### src/rtl/apb_master_if.sv
// apb_master_if: command/response handshake plus APB3 bus bundle; master = requester view, slave = environment view
interface apb_master_if #(parameter int ADDR_W = 8, parameter int DATA_W = 32);
  logic              cmd_valid;
  logic              cmd_ready;
  logic              cmd_write;
  logic [ADDR_W-1:0] cmd_addr;
  logic [DATA_W-1:0] cmd_wdata;
  logic              rsp_valid;
  logic [DATA_W-1:0] rsp_rdata;
  logic              rsp_err;
  logic              rsp_timeout;
  logic              PSEL;
  logic              PENABLE;
  logic              PWRITE;
  logic [ADDR_W-1:0] PADDR;
  logic [DATA_W-1:0] PWDATA;
  logic [DATA_W-1:0] PRDATA;
  logic              PREADY;
  logic              PSLVERR;
  modport master (
    input  cmd_valid, cmd_write, cmd_addr, cmd_wdata, PRDATA, PREADY, PSLVERR,
    output cmd_ready, rsp_valid, rsp_rdata, rsp_err, rsp_timeout, PSEL, PENABLE, PWRITE, PADDR, PWDATA
  );
  modport slave (
    output cmd_valid, cmd_write, cmd_addr, cmd_wdata, PRDATA, PREADY, PSLVERR,
    input  cmd_ready, rsp_valid, rsp_rdata, rsp_err, rsp_timeout, PSEL, PENABLE, PWRITE, PADDR, PWDATA
  );
endinterface

### src/rtl/apb_master.sv
// apb_master: APB3 requester turning valid/ready commands into SETUP/ACCESS transfers with a one-cycle response pulse
//   PCLK, PRESET (async, active-high); bus: apb_master_if.master carrying cmd_*, rsp_* and PSEL/PENABLE/PWRITE/PADDR/PWDATA/PRDATA/PREADY/PSLVERR
//   Optional: define APB_MASTER_RANGE_CHECK_EN to reject aligned addresses above RANGE_MAX locally
module apb_master #(
  parameter int ADDR_W    = 8,
  parameter int DATA_W    = 32,
  parameter int TIMEOUT   = 16,
  parameter int RANGE_MAX = 12
) (
  input logic           PCLK,
  input logic           PRESET,
  apb_master_if.master  bus
);
  localparam logic [1:0] IDLE = 2'd0, SETUP = 2'd1, ACCESS = 2'd2, RESP = 2'd3;
  localparam int CW = $clog2(TIMEOUT + 1);
  logic [1:0]        state;
  logic [CW-1:0]     cnt;
  logic              wr;
  logic [ADDR_W-1:0] addr;
  logic [DATA_W-1:0] wdata;
  logic [DATA_W-1:0] rdata;
  logic              err;
  logic              tmo;
  logic              reject;
`ifdef APB_MASTER_RANGE_CHECK_EN
  assign reject = bus.cmd_addr[1:0] != 2'b00 || bus.cmd_addr > ADDR_W'(RANGE_MAX);
`else
  assign reject = bus.cmd_addr[1:0] != 2'b00;
`endif
  assign bus.cmd_ready   = state == IDLE;
  assign bus.PSEL        = state == SETUP || state == ACCESS;
  assign bus.PENABLE     = state == ACCESS;
  assign bus.PWRITE      = wr;
  assign bus.PADDR       = addr;
  assign bus.PWDATA      = wdata;
  assign bus.rsp_valid   = state == RESP;
  assign bus.rsp_rdata   = rdata;
  assign bus.rsp_err     = err;
  assign bus.rsp_timeout = tmo;
  always_ff @(posedge PCLK or posedge PRESET) begin
    if (PRESET) begin
      state <= IDLE;
      cnt   <= '0;
      wr    <= 1'b0;
      addr  <= '0;
      wdata <= '0;
      rdata <= '0;
      err   <= 1'b0;
      tmo   <= 1'b0;
    end else begin
      case (state)
        IDLE: if (bus.cmd_valid) begin
          wr    <= bus.cmd_write;
          addr  <= bus.cmd_addr;
          wdata <= bus.cmd_wdata;
          if (reject) begin
            state <= RESP;
            err   <= 1'b1;
            tmo   <= 1'b0;
            rdata <= '0;
          end else state <= SETUP;
        end
        SETUP: begin
          cnt   <= '0;
          state <= ACCESS;
        end
        ACCESS: if (bus.PREADY) begin
          rdata <= (!wr && !bus.PSLVERR) ? bus.PRDATA : '0;
          err   <= bus.PSLVERR;
          tmo   <= 1'b0;
          state <= RESP;
        end else if (cnt == CW'(TIMEOUT - 1)) begin
          // this is the TIMEOUT-th ACCESS cycle without PREADY; a PREADY here would still have won
          rdata <= '0;
          err   <= 1'b1;
          tmo   <= 1'b1;
          state <= RESP;
        end else cnt <= cnt + CW'(1);
        RESP: state <= IDLE;
      endcase
    end
  end
endmodule

### src/flat_wrapper.sv
// flat-port wrapper written by rule: the top's interface ports become plain ports
module apb_master_flat 
#(
  parameter int ADDR_W    = 8,
  parameter int DATA_W    = 32,
  parameter int TIMEOUT   = 16,
  parameter int RANGE_MAX = 12
)
  (PCLK, PRESET, bus_cmd_valid, bus_cmd_write, bus_cmd_addr, bus_cmd_wdata, bus_PRDATA, bus_PREADY, bus_PSLVERR, bus_cmd_ready, bus_rsp_valid, bus_rsp_rdata, bus_rsp_err, bus_rsp_timeout, bus_PSEL, bus_PENABLE, bus_PWRITE, bus_PADDR, bus_PWDATA);
  apb_master_if #(.ADDR_W(ADDR_W), .DATA_W(DATA_W)) bus_i ();
  input logic PCLK;
  input logic PRESET;
  input wire logic [$bits(bus_i.cmd_valid)-1:0] bus_cmd_valid;
  input wire logic [$bits(bus_i.cmd_write)-1:0] bus_cmd_write;
  input wire logic [$bits(bus_i.cmd_addr)-1:0] bus_cmd_addr;
  input wire logic [$bits(bus_i.cmd_wdata)-1:0] bus_cmd_wdata;
  input wire logic [$bits(bus_i.PRDATA)-1:0] bus_PRDATA;
  input wire logic [$bits(bus_i.PREADY)-1:0] bus_PREADY;
  input wire logic [$bits(bus_i.PSLVERR)-1:0] bus_PSLVERR;
  output wire logic [$bits(bus_i.cmd_ready)-1:0] bus_cmd_ready;
  output wire logic [$bits(bus_i.rsp_valid)-1:0] bus_rsp_valid;
  output wire logic [$bits(bus_i.rsp_rdata)-1:0] bus_rsp_rdata;
  output wire logic [$bits(bus_i.rsp_err)-1:0] bus_rsp_err;
  output wire logic [$bits(bus_i.rsp_timeout)-1:0] bus_rsp_timeout;
  output wire logic [$bits(bus_i.PSEL)-1:0] bus_PSEL;
  output wire logic [$bits(bus_i.PENABLE)-1:0] bus_PENABLE;
  output wire logic [$bits(bus_i.PWRITE)-1:0] bus_PWRITE;
  output wire logic [$bits(bus_i.PADDR)-1:0] bus_PADDR;
  output wire logic [$bits(bus_i.PWDATA)-1:0] bus_PWDATA;
  assign bus_i.cmd_valid = bus_cmd_valid;
  assign bus_i.cmd_write = bus_cmd_write;
  assign bus_i.cmd_addr = bus_cmd_addr;
  assign bus_i.cmd_wdata = bus_cmd_wdata;
  assign bus_i.PRDATA = bus_PRDATA;
  assign bus_i.PREADY = bus_PREADY;
  assign bus_i.PSLVERR = bus_PSLVERR;
  assign bus_cmd_ready = bus_i.cmd_ready;
  assign bus_rsp_valid = bus_i.rsp_valid;
  assign bus_rsp_rdata = bus_i.rsp_rdata;
  assign bus_rsp_err = bus_i.rsp_err;
  assign bus_rsp_timeout = bus_i.rsp_timeout;
  assign bus_PSEL = bus_i.PSEL;
  assign bus_PENABLE = bus_i.PENABLE;
  assign bus_PWRITE = bus_i.PWRITE;
  assign bus_PADDR = bus_i.PADDR;
  assign bus_PWDATA = bus_i.PWDATA;
  apb_master #(.ADDR_W(ADDR_W), .DATA_W(DATA_W), .TIMEOUT(TIMEOUT), .RANGE_MAX(RANGE_MAX)) u_core (.PCLK(PCLK), .PRESET(PRESET), .bus(bus_i));
endmodule
### config.mk
export PLATFORM = sky130hd
export DESIGN_NAME = apb_master_flat
export DESIGN_NICKNAME = d
export VERILOG_FILES = /design/src/rtl/apb_master_if.sv /design/src/rtl/apb_master.sv /design/src/flat_wrapper.sv
export SDC_FILE = /design/constraint.sdc
export NUM_CORES = 1
export LEC_CHECK = 0
export CORE_MARGIN = 4
export CORE_UTILIZATION = 39
export CTS_BUF_LIST = sky130_fd_sc_hd__clkbuf_16
export DETAILED_ROUTE_END_ITERATION = 8
export PLACE_DENSITY = 0.78
export SLEW_MARGIN = 30
export SYNTH_ARGS = -nofsm -noshare
export SYNTH_HDL_FRONTEND = slang
export SYNTH_SLANG_ARGS = --single-unit
### constraint.sdc
create_clock -name PCLK -period 3.5 [get_ports PCLK]
set_input_delay 1.05 -clock PCLK [delete_from_list [all_inputs] [get_ports PCLK]]
set_output_delay 1.05 -clock PCLK [all_outputs]
set_load 0.02 [all_outputs]
# Yosys cells after proc, flatten, opt, wreduce, memory -nomap -nowiden
# Index checks and enable logic that the tools add are counted.
[word_totals]
register_bits = 82
inputBits = 78
out_inout_bits = 79
word_cells = 53
[op_classes]
add_sub_neg = 1
n_eq_ne = 9
mux = 23
reduce_logical = 12
[op_table]
columns = ["op", "count"]
rows = [
  ["two-way mux 32 bit", 5],
  ["case mux 32 bit (2 select lines)", 1],
  ["two-way mux 5 bit", 2],
  ["case mux 5 bit (2 select lines)", 1],
  ["two-way mux 2 bit", 4],
  ["case mux 2 bit (4 select lines)", 1],
  ["two-way mux 1 bit", 7],
  ["!= test 2 bit, second input constant", 3],
  ["nonzero test 2 bit", 3],
  ["adder 5 x 1 -> 5 bit, second input constant", 1],
  ["== test 5 x 4 -> 1 bit, second input constant", 1],
  ["== test 2 bit, second input constant", 2],
  ["case mux 1 bit (2 select lines)", 2],
  ["AND reduction 2 bit", 2],
  ["AND reduction 4 bit", 1],
  ["!= test 3 x 2 -> 1 bit, second input constant", 1],
  ["AND reduction 3 bit", 1],
  ["== test 2 x 1 -> 1 bit, second input constant", 1],
  ["zero test 1 bit", 2],
  ["zero test 2 bit", 1],
  ["!= test 2 x 1 -> 1 bit, second input constant", 1],
  ["logical AND 1 bit", 1],
  ["logical OR 1 bit", 1],
]

# Longest topological paths before layout
# Gate-level depths: netlist of run 1.
[logic_depth]
depth_word = 5
mapped_depth = 8
depth_no_buf = 6

# Worst setup path before layout of run 1
# Ideal clock, no wire load.
[synth_path]
kind = "in2reg"
startpoint = "input bus_cmd_valid"
endpoint = "register u_core.err, in the netlist u_core.bus.rsp_err"
setup_ns = 0.125
t_arrival_ns = 2.000
t_required_ns = 3.375
path_slack_ns = 1.375
cell_stages = 3
n_path_buf = 0
path_cell_list = "nor2b_1 -> nor4_4 -> mux2_2"
[synth_via]
elab_chain_cells = 2
[synth_lines]
columns = ["element", "line", "source"]
rows = [
  ["start, declared", "flat_wrapper.sv:13", "input wire logic [$bits(bus_i.cmd_valid)-1:0] bus_cmd_valid;"],
  ["!= test 2 bit (no source line)", "n/a", ""],
  ["AND reduction 4 bit (no source line)", "n/a", ""],
  ["end signal, assigned", "apb_master.sv:69", "err <= bus.PSLVERR;"],
  ["end, declared", "apb_master.sv:22", "logic err;"],
]
# Every way passes these cells.
# A chain may end at the register's enable or synchronous reset.

# Worst setup path after layout of run 1
[layout_path]
startpoint = "register u_core.state[1]"
endpoint = "output bus_PSEL"
[layout_via]
elab_chain_cells = 2
elab_cells_between_ends = 3
classes_between = "eq/ne (2); reduce/logical (1)"
[layout_lines]
columns = ["element", "line", "source"]
rows = [
  ["start, declared", "apb_master.sv:16", "logic [1:0] state;"],
  ["start signal, assigned", "apb_master.sv:42", "state <= IDLE;"],
  ["start signal, assigned", "apb_master.sv:57", "state <= RESP;"],
  ["start signal, assigned", "apb_master.sv:61", "end else state <= SETUP;"],
  ["== test 2 x 1 -> 1 bit / == test 2 bit (equally long branches)", "apb_master.sv:31", "assign bus.PSEL = state == SETUP || state == ACCESS;"],
  ["logical OR 1 bit (*)", "apb_master.sv:31", ""],
  ["end, declared", "flat_wrapper.sv:25", "output wire logic [$bits(bus_i.PSEL)-1:0] bus_PSEL;"],
]
# Every way passes the cells marked *; elsewhere a longest branch is shown, timed or not.

==> flow_summary.json, run 1 <==
{
  "number_of_max_slew_violations_in_the_final_report": 0,
  "cp.arrival_ps": 1860,
  "remaining_number_of_nets_flagged_by_the_antenna_check_after_routing": 0,
  "report.final.setup_viol": 0,
  "synth_top_cells_by_count": "82 x sky130_fd_sc_hd__dfrtp_1, 45 x sky130_fd_sc_hd__mux2_2, 37 x sky130_fd_sc_hd__inv_1",
  "setup.worst_path.start_class": "register",
  "met3RoutedLength_um": 899,
  "place_congestion": 0.825,
  "floorplan.die_area_um2": 10500,
  "cts_resized": 0,
  "worst_r2r_path_depth": 7,
  "worst_pin_slew_ps": 537,
  "seq_area_frac_synth_pct": 58.8,
  "share_of_layout_cells_above_drive_strength_1_pct": 16.0,
  "synth_edf_count": 0,
  "postSynthCellCount": 278,
  "flow.area_growth_from_synthesis_pct": 57.6,
  "detail_route.drc_violations": 0,
  "critPathTopFamily": "buffers and inverters",
  "async_reset_ff_share_pct": 100,
  "ys_dominant_reg_cell": "sky130_fd_sc_hd__dfrtp_1",
  "number_of_nets_in_the_synthesized_netlist": 362,
  "grt_pass1_wl_um": 13100,
  "grt_antenna_before_repair": 0,
  "number_of_buffers_between_clock_root_and_the_deepest_sink": 2,
  "floorplan.initialDensity_pct": 40.0,
  "post_drt_wl_per_cell_um": 14.8,
  "timing.setup.tns_ps": 0,
  "peakVddDrop_mv": 0.512,
  "route.layer.met1.wl_um": 3170,
  "worst-setup-path-type": "register to output pin",
  "power_share_of_the_combinational_group_pct": 49.1,
  "die_w_um": 103,
  "min_period_over_period_pct": 83.2,
  "grt_max_degree": 54,
  "nFillCells": 696,
  "synthDominantAreaCellType": "sky130_fd_sc_hd__dfrtp_1",
  "worst_skew_pair.late_latency_ps": 320,
  "critical_path.reg2reg.startpoint": "u_core.state[0]$_DFFE_PP0P_",
  "tritoncts": "done",
  "grtUsageTotal_pct": 15.8,
  "wl_met2_um": 4050,
  "final_net_count": 523,
  "drt_wl_total_um": 8180,
  "clockPowerShare_pct": 19.3,
  "mappedNetlistArea_um2": 3490,
  "timing.final.crit_period_ps": 2910,
  "hold_path.startpoint": "u_core.cnt[4]$_DFFE_PP0P_",
  "crit_buf_inv": 2,
  "critPathSlowestCell": "sky130_fd_sc_hd__clkdlybuf4s50_1",
  "finalInstanceArea_um2": 5500,
  "number_of_cts_inserted_buffers": 9,
  "path_cells": "inv_1 > ha_1 > clkdlybuf4s50_1",
  "status": "finished clean",
  "route.detailed.vias_per_inst": 4.69,
  "post-synth-top-count-cell": "sky130_fd_sc_hd__dfrtp_1",
  "required_ps": 2450,
  "detailedRoute.firstPassIterationCount": 4,
  "fmax_mhz": 343,
  "seqPwrFrac_pct": 31.6,
  "top_level_ports": 157,
  "crit_path_depth": 3,
  "hp-class": "register to register",
  "placementRows": 34,
  "static-leakage-power_nw": 2.34,
  "power.share.switching_pct": 35.2,
  "cp_max_fo": 6,
  "synthTopCellsByArea": "sky130_fd_sc_hd__dfrtp_1 59%, sky130_fd_sc_hd__mux2_2 15%, sky130_fd_sc_hd__mux2i_1 9.2%",
  "min_path_cells": 1,
  "synth.top_cell.area_share_pct": 58.8,
  "num_antenna_cells": 0,
  "max-slew-margin-rel_pct": 64.1,
  "detailed_place.area_um2": 5200,
  "slowest_delay_ps": 650,
  "via_count": 2591,
  "worst_setup_hold_path_clk_slew_ps": 60,
  "port_buffers": 156,
  "power.total_mw": 4.73,
  "fin_worst_hold_slack_ps": 498,
  "grt_pass1_vias": 2760,
  "grt.overflow.total": 0,
  "finalHoldViolations": 0,
  "syn-mean-instance-area_um2": 12.5,
  "total_switching_power_mw": 1.66,
  "worst_clock_skew_ps": 8.10,
  "topRoutingLayerUsed": "met4",
  "timing.critical_path.from": "u_core.state[1]$_DFFE_PP0P_",
  "cts-htree-levels": 3,
  "cts_setup_buffers": 0,
  "cts_hold_buf": 0,
  "crit_path_end_kind": "output pin",
  "post_synth_num_cell_types": 27,
  "drt-initial-drc-count": 58,
  "clk_root_buffer_cell": "sky130_fd_sc_hd__clkbuf_16",
  "core_region_area_um2": 8720,
  "rsz0062_at_grt": "no",
  "power_per_cell_area_nw_per_um2": 860,
  "internal_power_contribution_mw": 3.06,
  "yosys_warnings": 0,
  "synth.ff_latch_count": 82,
  "die_h_um": 103,
  "timing.max_cap.violations": 0,
  "clkSinkCount": 82,
  "hpwlAfterDp_um": 6260
}
area by class of cell:
cell class / count / area [µm²] / share of cell area (%)
flip-flops and latches: 82 / 2050 / 37.3
repair buffers: 162 / 1630 / 29.7
multi-input cells: 147 / 1250 / 22.7
clock buffers: 9 / 225 / 4.10
inverters: 37 / 140 / 2.55
well taps: 108 / 135 / 2.46
clock inverters: 7 / 68.8 / 1.25
state kept, by name, indices dropped and copies added (netlist names):
name / cells
u_core.bus.PWDATA: 32
u_core.bus.PADDR: 8
u_core.cnt: 5
u_core.bus.rsp_timeout: 1
u_core.bus.PWRITE: 1
u_core.bus.rsp_err: 1
u_core.state: 2
u_core.bus.rsp_rdata: 32
cells in the final DEF (no fill, tap or decap), types with 3 or more instances in the layout:
master                            count
sky130_fd_sc_hd__nand2_1             34
sky130_fd_sc_hd__dfrtp_1             82
sky130_fd_sc_hd__clkinvlp_4           3
sky130_fd_sc_hd__inv_1               36
sky130_fd_sc_hd__nor3b_1              3
sky130_fd_sc_hd__mux2i_1             32
sky130_fd_sc_hd__buf_4                4
sky130_fd_sc_hd__nor2_1               7
sky130_fd_sc_hd__mux2_2              45
sky130_fd_sc_hd__ha_1                 6
sky130_fd_sc_hd__clkbuf_16            9
sky130_fd_sc_hd__clkdlybuf4s50_1    156
worst reg2reg max path: stages, from the launching register on:
cell and delay (ps):
sky130_fd_sc_hd__dfrtp_1 360, sky130_fd_sc_hd__inv_1 90, sky130_fd_sc_hd__ha_1 240, sky130_fd_sc_hd__buf_4 180, sky130_fd_sc_hd__nor3b_1 170, sky130_fd_sc_hd__nor4_4 350
sky130_fd_sc_hd__buf_4 420, sky130_fd_sc_hd__mux2i_1 260
per-layer routing:
metal,vias to the layer above,track usage (%)
li1,1231,-
met1,1261,18.6
met2,95,26.0
met3,4,6.90
met4,0,5.25
met5,-,0
through the flow:
step / instances / worst slack (ps) / utilization [%]
4_1_cts: 552 / 580 / 63.1
3_5_place_dp: 536 / 586 / 59.7
5_1_grt: 552 / 525 / 63.1
6_report: 552 / 589 / 63.1
3_3_place_gp: 536 / 661 / 59.7
2_1_floorplan: 278 / 342 / -
path summary, 6_finish.rpt:
path                                                       end  slack (ps)
setup reg to reg           u_core.bus.rsp_rdata[9]$_DFFE_PP0P_        1370
max in group asynchronous      u_core.bus.PADDR[1]$_DFFE_PP0P_        1760
hold / removal                       u_core.cnt[4]$_DFFE_PP0P_         500
setup / recovery                                      bus_PSEL         590
hold reg to reg                      u_core.cnt[4]$_DFFE_PP0P_         500
min in group asynchronous  u_core.bus.rsp_rdata[9]$_DFFE_PP0P_        1080
kinds of logic (layout without fill, tap and decap cells):
logic type	Yosys count	count (layout)	share of synthesized area, %
flip-flops	82	82	58.8
multiplexers	77	77	23.7
AND/OR/NAND/NOR	56	56	7.64
buffers and inverters	49	215	5.95
AO/OA/AOI/OAI	8	8	1.72
adder cells (fa/ha/maj)	6	6	2.15
power groups by stage:
| stage | clock network (mW) | registers [mW] | logic, mW |
|---|---|---|---|
| after floorplan | 0 | 1.91 | 0.933 |
| after global placement | 0 | 1.50 | 2.32 |
| after global routing | 0.996 | 1.54 | 2.47 |
| after detailed placement | 0 | 1.51 | 2.34 |
| final | 0.914 | 1.49 | 2.32 |
| after CTS | 0.938 | 1.50 | 2.36 |
(Power assumes the default switching activity.)
==> run 2, diff against run 1 <==
--- a/config.mk
+++ b/config.mk
@@ -6,10 +6,10 @@
 export NUM_CORES = 1
 export LEC_CHECK = 0
 export CORE_MARGIN = 4
-export CORE_UTILIZATION = 39
+export CORE_UTILIZATION = 38
 export CTS_BUF_LIST = sky130_fd_sc_hd__clkbuf_16
 export DETAILED_ROUTE_END_ITERATION = 8
-export PLACE_DENSITY = 0.78
+export PLACE_DENSITY = 0.79
 export SLEW_MARGIN = 30
 export SYNTH_ARGS = -nofsm -noshare
 export SYNTH_HDL_FRONTEND = slang
==> constraint.sdc (replaced) <==
create_clock -name PCLK -period 2.5 [get_ports PCLK]
set_input_delay 0.75 -clock PCLK [delete_from_list [all_inputs] [get_ports PCLK]]
set_output_delay 0.75 -clock PCLK [all_outputs]
set_load 0.02 [all_outputs]
==> run 2 against run 1 <==
Register-to-register slack lost 1000 ps. Die area grew 2.4%. Routed wire length grew 4.6%. Sequential power grew 40%. First-iteration DRC count shrank 10%. Clock power grew 37%. Non-clock buffer count grew 3. Worst setup slack lost 470 ps. Largest power group unchanged. Highest routed layer unchanged. Worst hold slack gained 5.7 ps. Sequential share of layout area shrank 0.18 points.
==> flow_summary.json, run 2 (synthesized netlist as in run 1, its figures left out) <==
{
  "status": "finished clean",
  "grt_max_degree": 83,
  "cts_resized": 2,
  "drt-initial-drc-count": 52,
  "timing.max_cap.violations": 0,
  "peakVddDrop_mv": 0.619,
  "via_count": 2625,
  "cp.arrival_ps": 1640,
  "share_of_layout_cells_above_drive_strength_1_pct": 16.6,
  "utilization_pct": 62.7,
  "required_ps": 1750,
  "top_level_ports": 157,
  "core_region_area_um2": 8810,
  "power.total_mw": 6.64,
  "rsz0062_at_grt": "no",
  "number_of_max_slew_violations_in_the_final_report": 0,
  "placementRows": 34,
  "grt.overflow.total": 0,
  "worst-setup-path-type": "register to output pin",
  "detail_route.drc_violations": 0,
  "cp_max_fo": 3,
  "hp-class": "register to register",
  "power_per_cell_area_nw_per_um2": 1200,
  "worst_clock_skew_ps": 3.94,
  "worst_pin_slew_ps": 471,
  "finalInstanceArea_um2": 5530,
  "grt_pass1_vias": 2812,
  "crit_path_end_kind": "output pin",
  "place_congestion": 0.752,
  "timing.setup.tns_ps": 0,
  "setup_slack_ps": 115,
  "port_buffers": 156,
  "flow.area_growth_from_synthesis_pct": 58.4,
  "setup.worst_path.start_class": "register",
  "route.detailed.vias_per_inst": 4.73,
  "dp_slack_ps": 68.5,
  "cts-htree-levels": 3,
  "grt_antenna_before_repair": 0,
  "detailed_place.area_um2": 5240,
  "worst_setup_hold_path_clk_slew_ps": 60,
  "tritoncts": "done",
  "max-slew-margin-rel_pct": 68.5,
  "mostFrequentLayoutCell": "sky130_fd_sc_hd__clkdlybuf4s50_1",
  "cts_setup_buffers": 0,
  "fin_worst_hold_slack_ps": 504,
  "floorplan.initialDensity_pct": 39.6,
  "die_h_um": 104,
  "nFillCells": 703,
  "number_of_cts_inserted_buffers": 9,
  "hpwlAfterDp_um": 6400,
  "layout.cells.most_common_list": "154 x sky130_fd_sc_hd__clkdlybuf4s50_1, 82 x sky130_fd_sc_hd__dfrtp_1, 45 x sky130_fd_sc_hd__mux2_2, 36 x sky130_fd_sc_hd__inv_1, 34 x sky130_fd_sc_hd__nand2_1",
  "drt_wl_total_um": 8550,
  "grt_pass1_wl_um": 14000,
  "clk_root_buffer_cell": "sky130_fd_sc_hd__clkbuf_16",
  "die_w_um": 104,
  "min_period_over_period_pct": 95.4,
  "clkSinkCount": 82,
  "report.final.setup_viol": 0,
  "final_net_count": 526,
  "static-leakage-power_nw": 2.36,
  "number_of_buffers_between_clock_root_and_the_deepest_sink": 2,
  "remaining_number_of_nets_flagged_by_the_antenna_check_after_routing": 0,
  "dpl.cell_count": 539,
  "worst_skew_pair.late_latency_ps": 330,
  "grtUsageTotal_pct": 16.1,
  "num_antenna_cells": 0,
  "fmax_mhz": 419,
  "floorplan.die_area_um2": 10800,
  "stdcell_count": 555,
  "detailedRoute.firstPassIterationCount": 4,
  "cts_hold_buf": 0,
  "post_drt_wl_per_cell_um": 15.4,
  "timing.final.crit_period_ps": 2390,
  "finalHoldViolations": 0
}
## run 2: cell types whose count changed in the layout (fill, tap and decap cells not counted)
cell,previous run,this run
sky130_fd_sc_hd__buf_12,2,3
sky130_fd_sc_hd__clkdlybuf4s50_1,156,154
sky130_fd_sc_hd__dlygate4sd2_1,0,2
sky130_fd_sc_hd__clkinv_2,1,3
sky130_fd_sc_hd__inv_6,1,0
sky130_fd_sc_hd__clkinvlp_4,3,2
sky130_fd_sc_hd__buf_4,4,6
## run 2: layer usage
metal | track usage, % | vias up | wire [µm]
met5 | 0 | - | 0
met1 | 18.7 | 1265 | 3530
li1 | - | 1240 | -
met2 | 26.1 | 107 | 4070
met3 | 7.71 | 13 | 817
met4 | 5.79 | 0 | 132
## run 2: final timing paths
check | start | to | slack (ps) | depth (start not counted)
min in group asynchronous | PRESET | u_core.bus.rsp_rdata[30]$_DFFE_PP0P_ | 910 | 3
max in group asynchronous | PRESET | u_core.bus.PWDATA[18]$_DFFE_PP0P_ | 1250 | 3
max reg2reg | u_core.cnt[0]$_DFFE_PP0P_ | u_core.cnt[3]$_DFFE_PP0P_ | 370 | 6
min reg2reg | u_core.bus.PWDATA[24]$_DFFE_PP0P_ | u_core.bus.PWDATA[24]$_DFFE_PP0P_ | 500 | 1
min | u_core.bus.PWDATA[24]$_DFFE_PP0P_ | u_core.bus.PWDATA[24]$_DFFE_PP0P_ | 500 | 1
max | u_core.state[0]$_DFFE_PP0P_ | bus_PENABLE | 110 | 3
## run 2: critical path, stage by stage, from the launching register on
cell and delay, ps:
sky130_fd_sc_hd__dfrtp_1 400, sky130_fd_sc_hd__inv_1 100, sky130_fd_sc_hd__ha_1 190, sky130_fd_sc_hd__clkdlybuf4s50_1 620
## run 2: area by class of cell
class	count	area (µm²)	area share (%)
Inverter	37	143	2.58
Tap cell	108	135	2.45
Multi-Input combinational cell	147	1250	22.6
Clock inverter	7	60.1	1.09
Timing Repair Buffer	165	1660	30.1
Clock buffer	9	225	4.08
Sequential cell	82	2050	37.1
## run 2: report_power, final
| group | leakage (nW) | internal, mW | total [mW] | switching, mW |
|---|---|---|---|---|
| registers | 1.04 | 1.83 | 2.09 | 0.260 |
| clock network | 0.140 | 0.760 | 1.25 | 0.491 |
| logic | 1.18 | 1.72 | 3.30 | 1.58 |
